$ cat src/rtl/uart_tx_fifo.sv
// Buffered UART transmitter: a small byte FIFO feeding a frame serialiser.
// Bytes are sent LSB first at 16 baud enables per bit, with a configurable stop length.
module uart_tx_fifo #(
  parameter int unsigned DATA_BITS = 8,
  parameter int unsigned FIFO_AW   = 4,
  parameter int unsigned STOP_BITS = 1
) (
  input  logic                 clk,
  input  logic                 reset,
  input  logic                 en_16_x_baud,
  input  logic [DATA_BITS-1:0] data_in,
  input  logic                 buffer_write,
  output logic                 serial_out,
  output logic                 busy,
  output logic                 buffer_data_present,
  output logic                 buffer_half_full,
  output logic                 buffer_full,
  output logic                 overflow
);

  localparam int unsigned DEPTH  = 1 << FIFO_AW;
  localparam int unsigned HALF   = 1 << (FIFO_AW - 1);
  localparam int unsigned CNT_W  = FIFO_AW + 1;
  localparam int unsigned TICK_W = 4;
  localparam int unsigned IDX_W  = 3;
  localparam int unsigned STOP_W = 1;

  typedef enum logic [1:0] {
    IDLE  = 2'd0,
    START = 2'd1,
    DATA  = 2'd2,
    STOP  = 2'd3
  } state_t;

  logic [DATA_BITS-1:0] mem [DEPTH];
  logic [FIFO_AW-1:0]   wr_ptr;
  logic [FIFO_AW-1:0]   rd_ptr;
  logic [CNT_W-1:0]     count;
  logic                 full_now;
  logic                 wr_ok;
  logic                 pop;

  state_t               state;
  logic [TICK_W-1:0]    tick;
  logic [IDX_W-1:0]     bit_idx;
  logic [STOP_W-1:0]    stop_idx;
  logic [DATA_BITS-1:0] shift;
  logic                 last_tick;

  // Fullness is judged on the pre-edge count, so a same-cycle pop never rescues a write.
  assign full_now  = (count == CNT_W'(DEPTH));
  assign wr_ok     = buffer_write && !full_now;
  assign pop       = en_16_x_baud && (state == IDLE) && (count != '0);
  assign last_tick = en_16_x_baud && (tick == TICK_W'(15));

  // FIFO storage; entries need no reset because count guards every read.
  always_ff @(posedge clk) begin
    if (wr_ok) begin
      mem[wr_ptr] <= data_in;
    end
  end

  // FIFO pointers, occupancy count and the registered status flags.
  always_ff @(posedge clk) begin
    if (reset) begin
      wr_ptr              <= '0;
      rd_ptr              <= '0;
      count               <= '0;
      overflow            <= 1'b0;
      buffer_data_present <= 1'b0;
      buffer_half_full    <= 1'b0;
      buffer_full         <= 1'b0;
    end else begin
      if (wr_ok) begin
        wr_ptr <= wr_ptr + FIFO_AW'(1);
      end
      if (pop) begin
        rd_ptr <= rd_ptr + FIFO_AW'(1);
      end
      case ({wr_ok, pop})
        2'b10:   count <= count + CNT_W'(1);
        2'b01:   count <= count - CNT_W'(1);
        default: count <= count;
      endcase
      overflow            <= buffer_write && full_now;
      buffer_data_present <= (count != '0);
      buffer_half_full    <= (count >= CNT_W'(HALF));
      buffer_full         <= full_now;
    end
  end

  // Frame serialiser; the line and busy are registered so serial_out never glitches.
  always_ff @(posedge clk) begin
    if (reset) begin
      state      <= IDLE;
      tick       <= '0;
      bit_idx    <= '0;
      stop_idx   <= '0;
      shift      <= '0;
      serial_out <= 1'b1;
      busy       <= 1'b0;
    end else begin
      case (state)
        IDLE: begin
          serial_out <= 1'b1;
          if (pop) begin
            shift      <= mem[rd_ptr];
            state      <= START;
            tick       <= '0;
            serial_out <= 1'b0;
            busy       <= 1'b1;
          end
        end
        START: begin
          if (last_tick) begin
            state      <= DATA;
            tick       <= '0;
            bit_idx    <= '0;
            serial_out <= shift[0];
          end else if (en_16_x_baud) begin
            tick <= tick + TICK_W'(1);
          end
        end
        DATA: begin
          if (last_tick) begin
            tick <= '0;
            if (bit_idx == IDX_W'(DATA_BITS - 1)) begin
              state      <= STOP;
              stop_idx   <= '0;
              serial_out <= 1'b1;
            end else begin
              shift      <= shift >> 1;
              bit_idx    <= bit_idx + IDX_W'(1);
              serial_out <= shift[1];
            end
          end else if (en_16_x_baud) begin
            tick <= tick + TICK_W'(1);
          end
        end
        STOP: begin
          if (last_tick) begin
            tick <= '0;
            if (stop_idx == STOP_W'(STOP_BITS - 1)) begin
              state <= IDLE;
              busy  <= 1'b0;
            end else begin
              stop_idx <= stop_idx + STOP_W'(1);
            end
          end else if (en_16_x_baud) begin
            tick <= tick + TICK_W'(1);
          end
        end
        default: begin
          state      <= IDLE;
          serial_out <= 1'b1;
          busy       <= 1'b0;
        end
      endcase
    end
  end

endmodule

$ cat config.mk
export PLATFORM = sky130hd
export DESIGN_NAME = uart_tx_fifo
export DESIGN_NICKNAME = d
export VERILOG_FILES = /design/src/rtl/uart_tx_fifo.sv
export SDC_FILE = /design/constraint.sdc
export NUM_CORES = 1
export LEC_CHECK = 0
export BUFFER_PORTS_ARGS = -buffer_cell sky130_fd_sc_hd__buf_2
export CAP_MARGIN = 20
export CORE_MARGIN = 2
export CORE_UTILIZATION = 35
export CTS_CLUSTER_SIZE = 14
export DETAILED_ROUTE_END_ITERATION = 16
export PLACE_DENSITY_LB_ADDON = 0.2
export SLEW_MARGIN = 20
export SYNTH_ARGS = -nofsm -noshare
export SYNTH_HDL_FRONTEND = slang
export SYNTH_SLANG_ARGS = --single-unit
$ cat constraint.sdc
create_clock -name clk -period 6.9 [get_ports clk]
set_clock_uncertainty 0.1 [all_clocks]
set_input_delay 0.69 -clock clk [delete_from_list [all_inputs] [get_ports clk]]
set_output_delay 0.69 -clock clk [all_outputs]
set_load 0.01 [all_outputs]
==> impl_metrics.py <==
metrics = {
    "timing": {
        "rsz0062_at_grt": "no",
        "drv_slew": 0,
        "setup_viol": 0,
        "max_freq_mhz": 301,
        "max_slew_margin": 0.416,
        "fin_crit_sh": 0.481,
        "worst_pin_slew_ns": 0.873,
        "tns_ns": 0,
        "hold_violations": 0,
        "min_period_ns": 3.32,
    },
    "synth": {
        "synth_top_area_share": 0.554,
        "synthXorXnorAreaFrac": 0.0139,
        "synth_edf_count": 128,
        "syn_area_per_cell_um2": 15.4,
        "synth_area_leaders": "edfxtp_1, dfxtp_1, mux4_2",
        "yosysWarnings": 0,
        "synth_commonest_cells": "edfxtp_1, nor2_1, dfxtp_1",
        "synth-adder-area-share": 0.0288,
        "ys_dominant_reg_cell": "edfxtp_1",
        "synth_compound_area_frac": 0.0750,
        "synth-simple-area-share": 0.0770,
        "syn_inst": 451,
        "synth_top_family_by_area": "multiplexers",
        "synth_seq_cells": 168,
        "yosysMostFrequentCell": "edfxtp_1",
        "yosysTopAreaCell": "edfxtp_1",
        "syn-cell-area_mm2": 0.00694,
        "synth.area.mux_share": 0.114,
        "synth_nets": 479,
        "async_flop_share": 0,
        "synth-seq-area-share": 0.669,
        "yosysUniqueCellTypes": 56,
    },
    "cts": {
        "clockBufferDepth": 2,
        "clock-root-buffer": "clkbuf_16",
        "clk_latency_ns": 0.42,
        "cts_tree": "done",
        "hold_buffers": 0,
        "post_cts_buffers": 0,
        "cts.sinks": 168,
        "path_clk_slew_ns": 0.06,
        "cts.htree.levels": 4,
        "numCtsBuffers": 17,
        "post_cts_resize_count": 0,
    },
    "setup_path": {
        "cp_cell_sequence": "or4_4 -> o211ai_2 -> inv_1 -> ha_1 -> xor2_1 -> ha_1 -> a21oi_1 -> a32oi_1 -> a21oi_1 -> mux2_2",
        "worst-path-max-fanout": 10,
        "critPathSlowestCell": "or4_4",
        "criticalPathCategory": "reg -> reg",
        "crit_start": "count[2]",
        "crit_path_end_kind": "flop",
        "max_stage_delay_ns": 0.60,
        "r2r_setup_slack_ns": 3.58,
        "rr_startpoint": "count[2]",
        "cp.required_ns": 7.11,
        "cp.arrival_ns": 3.53,
        "cp-start-kind": "flop",
    },
    "floorplanning": {
        "core-area_mm2": 0.0195,
        "io_pins": 18,
        "initial_core_util": 0.357,
        "die_area_mm2": 0.0210,
        "die_h_um": 145,
        "rows": 51,
        "fp.dieW_um": 145,
    },
    "power": {
        "power_density_mw_per_mm2": 341,
        "peakVddDrop_uv": 172,
        "power.leakage_nw": 2.57,
    },
    "routing": {
        "wl_per_cell_um": 18.6,
        "first_pass_iters": 5,
        "vias": 3707,
        "routed_wl_um": 13900,
        "viasPerCell": 4.95,
        "drt-initial-drc-count": 239,
        "ant_nets": 0,
        "drc_errors": 0,
    },
    "finish": {
        "seq_area_mm2": 0.00465,
        "nets": 500,
        "n_antenna_cell": 0,
        "multi_input_area_mm2": 0.00214,
        "final_area_mm2": 0.00784,
        "nFillCells": 1785,
        "drive_gt1_frac": 0.198,
        "syn_to_final_growth_pct": 12.9,
    },
    "run_status": {
        "status": "finished clean",
    },
    "run": {
        "max_cap_violations": 0,
    },
    "place": {
        "routabilityCongestion": 0.733,
        "hpwlAfterDp_um": 8870,
        "portBuffers": 17,
        "place_area_mm2": 0.00729,
    },
    "global_routing": {
        "grt_pass1_vias": 3831,
        "grt_usage": 0.144,
        "gr-total-overflow": 0,
        "grt_pass1_wl_um": 21800,
        "grt_antenna_before_repair": 0,
        "grt_max_degree": 39,
    },
    "hold_path": {
        "hold_class": "reg -> reg",
        "hp-start": "shift[3]",
    },
}
cells by family (layout without fill, tap and decap cells):
group	count (synthesis)	in the layout
buffers and inverters	30	63
AOI/OAI and AO/OA	74	74
muxes	39	39
xor gates and xnor gates	11	11
and+or+nand+nor	113	113
adders and majority gates	16	16
DFF	168	168
layout make-up:
cell class | instances | share of cell area
Sequential cell | 168 | 0.593
Multi-Input combinational cell | 253 | 0.274
Clock buffer | 18 | 0.0548
Tap cell | 265 | 0.0423
Timing Repair Buffer | 23 | 0.0166
Clock inverter | 13 | 0.0155
Inverter | 9 | 0.00431
routing by layer:
metal  GRT usage  up-vias  share of wire
met5           0        -              0
met4      0.0475        0         0.0081
li1            -     1778              -
met1       0.188     1854           0.44
met3      0.0362        6          0.050
met2       0.236       69           0.50
critical path: cells and delay by family, from the launching register on:
kind	cells	cell delay, ns
AOI/OAI and AO/OA	4	0.88
and+or+nand+nor	1	0.60
adders and majority gates	2	0.54
DFF	1	0.39
muxes	1	0.34
xor gates and xnor gates	1	0.19
buffers and inverters	1	0.17
registers in the layout (all words and copies together) (netlist names), 2 cells and up, named ones only:
register / flops
shift: 8
bit_idx: 3
state: 2
mem: 128
count: 5
wr_ptr: 4
tick: 4
rd_ptr: 4
stage by stage:
stage	cells	hold WS, ns	util	setup WS, ns	total power, mW
6_report	749	0.353	0.403	3.58	2.68
5_1_grt	749	0.387	0.403	3.40	2.81
3_3_place_gp	718	0.341	0.374	3.80	1.79
4_1_cts	749	0.355	0.403	3.58	2.70
2_1_floorplan	451	0.332	-	3.84	1.66
3_5_place_dp	718	0.348	0.374	3.61	1.81
cell usage in the layout (no fill, tap or decap), drive strengths merged, types with 7 or more instances in the layout:
| cell type | synthesis | layout |
|---|---|---|
| buf | 11 | 23 |
| nand2 | 26 | 26 |
| ha | 16 | 16 |
| clkbuf | 10 | 18 |
| a21oi | 25 | 25 |
| edfxtp | 128 | 128 |
| nor2 | 51 | 51 |
| o21ai | 10 | 10 |
| mux4 | 32 | 32 |
| inv | 9 | 14 |
| xor2 | 7 | 7 |
| a22o | 7 | 7 |
| dfxtp | 40 | 40 |
final timing paths:
path                    to  cells past startpoint
hold reg to reg   shift[3]                      2
setup / recovery  count[4]                     10
setup reg to reg  count[4]                     10
hold / removal    shift[3]                      2
power by group:
group / switching, mW / internal (mW)
Combinational: 0.333 / 0.246
Sequential: 0.0484 / 1.16
Clock: 0.393 / 0.499
Total: 0.774 / 1.90
(Power assumes the default switching activity.)
